--- config.mk ---
export PLATFORM = sky130hd
export DESIGN_NAME = mem_port_arbiter_flat
export DESIGN_NICKNAME = d
export VERILOG_FILES = /design/src/rtl/mem_port_arbiter_if.sv /design/src/rtl/mem_port_arbiter.sv /design/src/flat_wrapper.sv
export SDC_FILE = /design/constraint.sdc
export NUM_CORES = 1
export LEC_CHECK = 0
export ABC_AREA = 1
export CAP_MARGIN = 20
export CORE_MARGIN = 5
export CORE_UTILIZATION = 37
export DETAILED_ROUTE_END_ITERATION = 12
export HOLD_SLACK_MARGIN = 0.08
export PLACE_DENSITY = 0.77
export SLEW_MARGIN = 15
export SYNTH_ARGS = -nofsm -noshare
export SYNTH_HDL_FRONTEND = slang
export SYNTH_SLANG_ARGS = --single-unit
--- constraint.sdc ---
create_clock -name i_clk -period 1.3 [get_ports i_clk]
set_clock_uncertainty 0.05 [all_clocks]
set_input_delay 0.195 -clock i_clk [delete_from_list [all_inputs] [get_ports i_clk]]
set_output_delay 0.195 -clock i_clk [all_outputs]
set_load 0.05 [all_outputs]
--- src/rtl/mem_port_arbiter_if.sv ---
// Signal bundle shared by the memory port arbiter, the IF/ME pipeline
// stages and the single-ported memory macro.
interface mem_port_arbiter_if #(
  parameter int AW = 32,
  parameter int DW = 32
);
  // Instruction-fetch stage
  logic            if_req;
  logic [AW-1:0]   if_addr;
  logic            if_flush;
  logic [DW-1:0]   if_rdata;
  logic            if_valid;
  // Memory stage
  logic            me_req;
  logic            me_we;
  logic [AW-1:0]   me_addr;
  logic [DW-1:0]   me_wdata;
  logic [DW/8-1:0] me_wstrb;
  logic [DW-1:0]   me_rdata;
  logic            me_valid;
  // Memory macro
  logic            mem_req;
  logic            mem_we;
  logic [AW-1:0]   mem_addr;
  logic [DW-1:0]   mem_wdata;
  logic [DW/8-1:0] mem_wstrb;
  logic [DW-1:0]   mem_rdata;
  logic            mem_ack;

  // Arbiter view: takes stage requests and memory responses, drives the rest.
  modport master (
    input  if_req, if_addr, if_flush,
    input  me_req, me_we, me_addr, me_wdata, me_wstrb,
    input  mem_rdata, mem_ack,
    output if_rdata, if_valid, me_rdata, me_valid,
    output mem_req, mem_we, mem_addr, mem_wdata, mem_wstrb
  );

  // Environment view: the two stages plus the memory macro.
  modport slave (
    output if_req, if_addr, if_flush,
    output me_req, me_we, me_addr, me_wdata, me_wstrb,
    output mem_rdata, mem_ack,
    input  if_rdata, if_valid, me_rdata, me_valid,
    input  mem_req, mem_we, mem_addr, mem_wdata, mem_wstrb
  );
endinterface

--- src/rtl/mem_port_arbiter.sv ---
// Shares one single-ported memory between instruction fetch (IF) and the
// memory stage (ME). ME has fixed priority, but after MAX_STREAK consecutive
// ME grants with IF waiting, IF wins the next arbitration. One access is in
// flight at a time; the winner gets a one-cycle VALID pulse when it leaves
// the response state. A branch flush during an IF access discards its data.
module mem_port_arbiter #(
  parameter int AW         = 32,
  parameter int DW         = 32,
  parameter int MAX_STREAK = 4
) (
  input logic                i_clk,
  input logic                i_rst,
  mem_port_arbiter_if.master io_bus
);

  localparam logic [3:0] STREAK_MAX = 4'(MAX_STREAK);

  typedef enum logic [1:0] {
    S_IDLE,
    S_IF_BUSY,
    S_ME_BUSY,
    S_RESP
  } state_t;

  state_t          r_state;
  state_t          w_state_next;
  logic            w_grant_me;
  logic            w_grant_if;
  logic            w_ack_take;

  logic            r_mem_req;
  logic            r_mem_we;
  logic [AW-1:0]   r_mem_addr;
  logic [DW-1:0]   r_mem_wdata;
  logic [DW/8-1:0] r_mem_wstrb;
  logic [DW-1:0]   r_if_rdata;
  logic            r_if_valid;
  logic [DW-1:0]   r_me_rdata;
  logic            r_me_valid;
  logic [3:0]      r_streak;
  logic            r_drop;
  logic            r_owner_me;

  // Next-state and grant decision; requests only matter in IDLE, ack only while busy.
  always_comb begin
    w_state_next = r_state;
    w_grant_me   = 1'b0;
    w_grant_if   = 1'b0;
    w_ack_take   = 1'b0;
    case (r_state)
      S_IDLE: begin
        if (io_bus.me_req && (!io_bus.if_req || (r_streak < STREAK_MAX))) begin
          w_grant_me   = 1'b1;
          w_state_next = S_ME_BUSY;
        end else if (io_bus.if_req) begin
          w_grant_if   = 1'b1;
          w_state_next = S_IF_BUSY;
        end
      end
      S_IF_BUSY, S_ME_BUSY: begin
        if (io_bus.mem_ack) begin
          w_ack_take   = 1'b1;
          w_state_next = S_RESP;
        end
      end
      S_RESP:  w_state_next = S_IDLE;
      default: w_state_next = S_IDLE;
    endcase
  end

  // State register.
  always_ff @(posedge i_clk) begin
    if (i_rst) r_state <= S_IDLE;
    else       r_state <= w_state_next;
  end

  // Memory request registers, starvation streak and flush bookkeeping.
  always_ff @(posedge i_clk) begin
    if (i_rst) begin
      r_mem_req   <= 1'b0;
      r_mem_we    <= 1'b0;
      r_mem_addr  <= '0;
      r_mem_wdata <= '0;
      r_mem_wstrb <= '0;
      r_streak    <= '0;
      r_drop      <= 1'b0;
      r_owner_me  <= 1'b0;
    end else begin
      if (w_grant_me) begin
        r_mem_req   <= 1'b1;
        r_mem_we    <= io_bus.me_we;
        r_mem_addr  <= io_bus.me_addr;
        r_mem_wdata <= io_bus.me_wdata;
        r_mem_wstrb <= io_bus.me_wstrb;
        r_owner_me  <= 1'b1;
        // Only grants that make IF wait count towards the streak.
        if (io_bus.if_req)
          r_streak <= (r_streak >= STREAK_MAX) ? STREAK_MAX : r_streak + 4'd1;
        else
          r_streak <= '0;
      end else if (w_grant_if) begin
        // Fetches are always reads; wdata is irrelevant and left as is.
        r_mem_req   <= 1'b1;
        r_mem_we    <= 1'b0;
        r_mem_addr  <= io_bus.if_addr;
        r_mem_wstrb <= '0;
        r_owner_me  <= 1'b0;
        r_streak    <= '0;
      end
      if (w_ack_take)
        r_mem_req <= 1'b0;
      if ((r_state == S_IF_BUSY) && io_bus.if_flush)
        r_drop <= 1'b1;
      else if (r_state == S_RESP)
        r_drop <= 1'b0;
    end
  end

  // Response registers: read data captured on ack, VALID pulsed when leaving RESP.
  always_ff @(posedge i_clk) begin
    if (i_rst) begin
      r_if_rdata <= '0;
      r_if_valid <= 1'b0;
      r_me_rdata <= '0;
      r_me_valid <= 1'b0;
    end else begin
      r_if_valid <= (r_state == S_RESP) && !r_owner_me && !r_drop;
      r_me_valid <= (r_state == S_RESP) && r_owner_me;
      // A flush coincident with the ack already counts as a drop.
      if ((r_state == S_IF_BUSY) && io_bus.mem_ack && !(r_drop || io_bus.if_flush))
        r_if_rdata <= io_bus.mem_rdata;
      if ((r_state == S_ME_BUSY) && io_bus.mem_ack)
        r_me_rdata <= io_bus.mem_rdata;
    end
  end

  assign io_bus.mem_req   = r_mem_req;
  assign io_bus.mem_we    = r_mem_we;
  assign io_bus.mem_addr  = r_mem_addr;
  assign io_bus.mem_wdata = r_mem_wdata;
  assign io_bus.mem_wstrb = r_mem_wstrb;
  assign io_bus.if_rdata  = r_if_rdata;
  assign io_bus.if_valid  = r_if_valid;
  assign io_bus.me_rdata  = r_me_rdata;
  assign io_bus.me_valid  = r_me_valid;

endmodule

--- src/flat_wrapper.sv ---
// flat-port wrapper written by rule: the top's interface ports become plain ports
module mem_port_arbiter_flat 
#(
  parameter int AW         = 32,
  parameter int DW         = 32,
  parameter int MAX_STREAK = 4
)
  (i_clk, i_rst, io_bus_if_req, io_bus_if_addr, io_bus_if_flush, io_bus_me_req, io_bus_me_we, io_bus_me_addr, io_bus_me_wdata, io_bus_me_wstrb, io_bus_mem_rdata, io_bus_mem_ack, io_bus_if_rdata, io_bus_if_valid, io_bus_me_rdata, io_bus_me_valid, io_bus_mem_req, io_bus_mem_we, io_bus_mem_addr, io_bus_mem_wdata, io_bus_mem_wstrb);
  mem_port_arbiter_if #(.AW(AW), .DW(DW)) io_bus_i ();
  input logic i_clk;
  input logic i_rst;
  input wire logic [$bits(io_bus_i.if_req)-1:0] io_bus_if_req;
  input wire logic [$bits(io_bus_i.if_addr)-1:0] io_bus_if_addr;
  input wire logic [$bits(io_bus_i.if_flush)-1:0] io_bus_if_flush;
  input wire logic [$bits(io_bus_i.me_req)-1:0] io_bus_me_req;
  input wire logic [$bits(io_bus_i.me_we)-1:0] io_bus_me_we;
  input wire logic [$bits(io_bus_i.me_addr)-1:0] io_bus_me_addr;
  input wire logic [$bits(io_bus_i.me_wdata)-1:0] io_bus_me_wdata;
  input wire logic [$bits(io_bus_i.me_wstrb)-1:0] io_bus_me_wstrb;
  input wire logic [$bits(io_bus_i.mem_rdata)-1:0] io_bus_mem_rdata;
  input wire logic [$bits(io_bus_i.mem_ack)-1:0] io_bus_mem_ack;
  output wire logic [$bits(io_bus_i.if_rdata)-1:0] io_bus_if_rdata;
  output wire logic [$bits(io_bus_i.if_valid)-1:0] io_bus_if_valid;
  output wire logic [$bits(io_bus_i.me_rdata)-1:0] io_bus_me_rdata;
  output wire logic [$bits(io_bus_i.me_valid)-1:0] io_bus_me_valid;
  output wire logic [$bits(io_bus_i.mem_req)-1:0] io_bus_mem_req;
  output wire logic [$bits(io_bus_i.mem_we)-1:0] io_bus_mem_we;
  output wire logic [$bits(io_bus_i.mem_addr)-1:0] io_bus_mem_addr;
  output wire logic [$bits(io_bus_i.mem_wdata)-1:0] io_bus_mem_wdata;
  output wire logic [$bits(io_bus_i.mem_wstrb)-1:0] io_bus_mem_wstrb;
  assign io_bus_i.if_req = io_bus_if_req;
  assign io_bus_i.if_addr = io_bus_if_addr;
  assign io_bus_i.if_flush = io_bus_if_flush;
  assign io_bus_i.me_req = io_bus_me_req;
  assign io_bus_i.me_we = io_bus_me_we;
  assign io_bus_i.me_addr = io_bus_me_addr;
  assign io_bus_i.me_wdata = io_bus_me_wdata;
  assign io_bus_i.me_wstrb = io_bus_me_wstrb;
  assign io_bus_i.mem_rdata = io_bus_mem_rdata;
  assign io_bus_i.mem_ack = io_bus_mem_ack;
  assign io_bus_if_rdata = io_bus_i.if_rdata;
  assign io_bus_if_valid = io_bus_i.if_valid;
  assign io_bus_me_rdata = io_bus_i.me_rdata;
  assign io_bus_me_valid = io_bus_i.me_valid;
  assign io_bus_mem_req = io_bus_i.mem_req;
  assign io_bus_mem_we = io_bus_i.mem_we;
  assign io_bus_mem_addr = io_bus_i.mem_addr;
  assign io_bus_mem_wdata = io_bus_i.mem_wdata;
  assign io_bus_mem_wstrb = io_bus_i.mem_wstrb;
  mem_port_arbiter #(.AW(AW), .DW(DW), .MAX_STREAK(MAX_STREAK)) u_core (.i_clk(i_clk), .i_rst(i_rst), .io_bus(io_bus_i));
endmodule
# After elaboration in Yosys (flattened, before gate mapping)
# Cells that the tools add are included.
dict set report totals {
  inputBits 139
  wordCells 66
  out_inout_bits 136
  regBits 144
}
dict set report classes {
  mux 25
  n_reduce_logical 20
  n_addsub 1
  n_eq_ne 5
  n_lt_le_gt_ge 2
}
# cell count
set op_table {}
lappend op_table {{$mux W32} 2}
lappend op_table {{$mux W4} 5}
lappend op_table {{$mux W1} 14}
lappend op_table {{$logic_and A1 B1 Y1} 8}
lappend op_table {{$mux W2} 3}
lappend op_table {{$pmux W2 S3} 1}
lappend op_table {{$add A4 B1 Y4 const B} 1}
lappend op_table {{$eq A2 B2 Y1 const B} 2}
lappend op_table {{$ge A4 B3 Y1 const B} 1}
lappend op_table {{$logic_not A1 Y1} 4}
lappend op_table {{$lt A4 B3 Y1 const B} 1}
lappend op_table {{$reduce_bool A2 Y1} 2}
lappend op_table {{$reduce_or A2 Y1} 2}
lappend op_table {{$ne A3 B2 Y1 const B} 1}
lappend op_table {{$eq A2 B1 Y1 const B} 1}
lappend op_table {{$logic_not A2 Y1} 1}
lappend op_table {{$logic_or A1 B1 Y1} 2}
lappend op_table {{$ne A2 B2 Y1 const B} 1}
lappend op_table {{$reduce_and A2 Y1} 1}

# Depth between registers and ports, before layout
dict set report logic_depth {
  word_depth 7
  depth_mapped 8
  ltp_nobuf 7
}

# Worst setup path after synthesis
# No wires, ideal clock.
dict set report synth_timing {
  path_kind {reg2reg}
  from {register u_core.r_state[0]}
  to {register u_core.r_mem_addr[19] (netlist: u_core.io_bus.mem_addr[19])}
  stages_incl_launch_ff 9
  required_time_ns 1.130
  slack_ns -0.172
  arrival_time_ns 1.302
  n_path_buf 2
  setup_ns 0.120
  synth_period_minus_slack_ns 1.472
  cell_sequence {dfxtp_1 -> inv_1 -> ha_1 -> o21ai_4 -> inv_2 -> buf_6 -> buf_6 -> o21ai_0 -> a21oi_1}
}
dict set report synth_via {
  elab_chain_len 3
  word_cells_on_any_way 5
  cone_classes {3 x mux; 2 x reduce/logical}
}
# item line_no
set synth_rtl {}
lappend synth_rtl {{start, declared} mem_port_arbiter.sv:25} ;# state_t r_state;
lappend synth_rtl {{start signal, assigned} mem_port_arbiter.sv:74} ;# else r_state <= w_state_next;
lappend synth_rtl {{$logic_not A2 Y1 (*)} mem_port_arbiter.sv:50} ;# case (r_state)
lappend synth_rtl {{$mux W1} mem_port_arbiter.sv:50}
lappend synth_rtl {{$mux W32 or $reduce_bool A2 Y1 (tied branches)} --}
lappend synth_rtl {{end signal, assigned} mem_port_arbiter.sv:92} ;# r_mem_addr <= io_bus.me_addr;
lappend synth_rtl {{end signal, assigned} mem_port_arbiter.sv:105} ;# r_mem_addr <= io_bus.if_addr;
lappend synth_rtl {{end, declared} mem_port_arbiter.sv:33} ;# logic [AW-1:0] r_mem_addr;
# Mark *: on every way between the ends. The rest lies on a longest branch, timed or not.
# A chain may end at the register's enable or synchronous reset.

# Worst setup path in the final report
dict set report layout_timing {
  from {register u_core.r_state[0]}
  to {register u_core.r_me_rdata[25] (netlist: u_core.io_bus.me_rdata[25])}
}
dict set report layout_via {
  elab_chain_len 2
}
# item line_no
set layout_rtl {}
lappend layout_rtl {{$eq A2 B2 Y1} mem_port_arbiter.sv:132} ;# if ((r_state == S_ME_BUSY) && io_bus.mem_ack)
lappend layout_rtl {{$logic_and A1 B1 Y1} mem_port_arbiter.sv:132}
lappend layout_rtl {{end signal, assigned} mem_port_arbiter.sv:133} ;# r_me_rdata <= io_bus.mem_rdata;
lappend layout_rtl {{end, declared} mem_port_arbiter.sv:38} ;# logic [DW-1:0] r_me_rdata;
# Every way passes these cells.

==> run_results.csv <==
group,metric,value,unit
critical_path,arrival,1.67,ns
place,dpl_worst_slack,-0.3891,ns
critical_path,crit-reg2reg-capture,"u_core.io_bus.me_rdata[25]$_SDFFE_PP0P_",
logic_synthesis,synthCells,781,
layout,final_common_cell,"nand2_1",
die,die_area,17880,µm²
power,cellInternalPower,13.59,mW
logic_synthesis,yosysUniqueCellTypes,21,
logic_synthesis,synth_adder_area_share,1.105,%
critical_path,ff2ff_path_depth,6,
routing,wl_per_cell,17.36,µm
logic_synthesis,avgSynthCellArea,7.249,µm²
global_route,overflow,0,
clock_network,ctsLongestPathBuffers,2,
routing,drc_errors,0,
timing,worstMarginPinSlew,0.2896,ns
flow_run,drv_cap,0,
layout,area_delta_synth_final,105.4,%
layout,nets,1227,
die,die_x,133.7,µm
logic_synthesis,synth_nets,925,
power,peakVddDrop,0.001186,V
routing,wl,22250,µm
power,powerDensity,1923,nW/µm²
critical_path,r2r-start,"u_core.r_state[0]$_SDFFE_PP0P_",
timing,relSlewSlack,80.49,%
run_status,status,"finished, violations left",
critical_path,cp_max_fo,7,
place,globalplace.congestion,0.8391,
clock_network,clock_sinks,144,
layout,fillCellCount,911,
layout,diodes,0,
critical_path,critPathKind,"flop to flop",
power,p_seq_share,28.1,%
hold_path,hold_class,"input port to flop",
clock_network,clk_latency,0.41,ns
place,placed_area,10210,µm²
layout,mostFrequentLayoutCells,"nand2_1 (182), buf_12 (150), dfxtp_1 (142)",
die,fp-row-count,45,
timing,hold_violations,0,
power,clkPwrFrac,22.2,%
routing,firstDrtPassIters,5,
clock_network,hold_buffers,0,
routing,ant_nets,0,
power,power.static_leakage,4.958,nW
die,core_area,15090,µm²
critical_path,critPathLaunchType,"flop",
routing,via_per_inst,4.950,
timing,finalCritPeriodShare,109.9,%
routing,dr_wl_met2,11330,µm
critical_path,required,1.54,ns
hold_path,min_path_cells,3,
timing,fin_crit,1.428,ns
timing,setup_viol,118,
routing,wl_met3,2130,µm
clock_network,cts.htree.levels,4,
power,power_switching,8.772,mW
critical_path,critPathCaptureType,"flop",
die,initial_core_util,37.52,%
logic_synthesis,seq_area_frac_synth,50.92,%
global_route,grtUsageTotal,22.24,%
logic_synthesis,synth_top_family_by_area,"simple AND/OR/NAND/NOR gates",
logic_synthesis,synthXorXnorAreaFrac,0,%
logic_synthesis,ys_seq_elements,144,
die,dieHeight,133.7,µm
logic_synthesis,yosysWarnings,0,
logic_synthesis,syn_area,5662,µm²
timing,rsz0062_at_grt,"true",
power,netSwitchingFraction,39.23,%
power,combPwrFrac,49.7,%
timing,maxClockFrequency,700.2,MHz
place,dp_hpwl,14790,µm
clock_network,numCtsBuffers,17,
global_route,grt_pass1_wl,31520,µm
place,port_buffers,274,
clock_network,clk_pin_slew_worst_paths,0.07,ns
layout,final_cells,1282,
routing,vias,6346,
logic_synthesis,yosys.area_share.simple,22.03,%
logic_synthesis,synth_compound_area_share,15.93,%
routing,wl_met1,7933,µm
timing,setup_ws,-0.1281,ns
hold_path,holdPathEnd,"u_core.io_bus.mem_wdata[15]$_SDFFE_PP0P_",
layout,fin_area,11630,µm²
clock_network,cts-root-buf,"clkbuf_16",
timing,slew_viol_final,0,
run_status,violations,"negative setup slack",
routing,top_layer,"met4",
global_route,grt_max_degree,41,
global_route,grt_antenna_before_repair,0,
logic_synthesis,synthMuxAreaShare,0,%
layout,layout-drive-gt1-share,30.53,%
routing,drtIter0Drc,390,
die,pin_count,275,
critical_path,r2r_slack,-0.13,ns
global_route,grt_pass1_vias,6168,
hold_path,min-delay-start,"io_bus_me_wdata[15]",
place,dp.cells,1237,
clock_network,cts_tree,"done",
==> state kept, by name, indices dropped and copies added, names as in the netlist <==
signal	cells
u_core.io_bus.if_rdata	32
u_core.io_bus.if_valid	1
u_core.io_bus.me_rdata	32
u_core.io_bus.me_valid	1
u_core.io_bus.mem_addr	32
u_core.io_bus.mem_req	1
u_core.io_bus.mem_wdata	32
u_core.io_bus.mem_we	1
u_core.io_bus.mem_wstrb	4
u_core.r_drop	1
u_core.r_owner_me	1
u_core.r_state	2
u_core.r_streak	4
==> layout make-up <==
| type | instances | area (µm²) | share of cell area (%) |
|---|---|---|---|
| well taps | 188 | 235.2 | 2.023 |
| clock buffers | 17 | 425.4 | 3.659 |
| inverters | 78 | 320.3 | 2.755 |
| multi-input cells | 511 | 2681 | 23.06 |
| clock inverters | 13 | 163.9 | 1.410 |
| repair buffers | 331 | 4911 | 42.24 |
| flip-flops and latches | 144 | 2890 | 24.86 |
==> critical path: stages, from the launching register on <==
cell and delay, ns:
dfxtp_4 0.37, inv_4 0.06, ha_1 0.19, nand2_4 0.11
buf_4 0.17, o21ai_0 0.25, nor2_1 0.10
==> power groups by stage <==
stage / combinational (mW) / clock (mW) / sequential, mW
final: 11.1 / 4.96 / 6.29
after global placement: 9.67 / 0 / 6.23
after CTS: 10.6 / 4.99 / 6.23
after floorplan: 2.37 / 0 / 8.60
after global routing: 11.7 / 5.21 / 6.38
after detailed placement: 9.79 / 0 / 6.28
==> cell usage after synthesis, drive strengths merged <==
library cell  count  share of area (%)
nor4              1               0.11
a21oi            77                6.8
nand3             3               0.35
nor2            136                9.1
inv              78                5.2
nand4             1               0.11
dfxtp           144                 51
ha                5                1.1
clkbuf           20                1.4
o21ai           101                9.1
buf              28                3.5
nand2           187                 12
==> cell families (layout without fill, tap and decap cells) <==
group	count (synthesis)	in the layout
simple gates	328	328
compound gates	178	178
flops	144	144
buf+inv	126	439
fa+ha+maj	5	5
==> stage by stage <==
stage	setup TNS [ns]	util (%)	hold slack, ns	power, mW
2_1_floorplan	-0.1334	-	0.2391	10.96
3_3_place_gp	-37.34	67.65	0.3890	15.90
3_5_place_dp	-43.99	67.65	0.4049	16.07
4_1_cts	-2.691	73.62	0.2686	21.79
5_1_grt	-14.17	77.06	0.2759	23.27
6_report	-4.552	77.06	0.2879	22.36
==> what timing repair did <==
item,4_1_cts,5_1_grt
endpoints found under the hold margin,0,0
setup endpoints to repair,135,138
buffers inserted,5,1
cloned,4,5
pin swaps,4,23
resized for setup,77,134
==> worst max path at each step <==
stage	from	to	cells past startpoint
final	u_core.r_state[0]$_SDFFE_PP0P_	u_core.io_bus.me_rdata[25]$_SDFFE_PP0P_	6
after global placement	io_bus_mem_ack	u_core.io_bus.if_rdata[9]$_SDFFE_PP0P_	5
after floorplan	u_core.r_state[0]$_SDFFE_PP0P_	u_core.io_bus.mem_addr[19]$_SDFFE_PP0P_	8
after global routing	u_core.r_state[0]$_SDFFE_PP0P_	u_core.io_bus.me_rdata[20]$_SDFFE_PP0P_	6
after detailed placement	io_bus_mem_ack	u_core.io_bus.if_rdata[20]$_SDFFE_PP0P_	5
after CTS	u_core.r_state[1]$_SDFFE_PP0P_	u_core.io_bus.mem_wstrb[0]$_SDFFE_PP0P_	7
==> routing by layer <==
metal	GRT usage, %	up-vias
met4	8.743	0
li1	-	3048
met2	39.72	304
met3	8.686	57
met5	0	-
met1	23.47	2937
No activity file was read; power rests on OpenSTA's default activity.
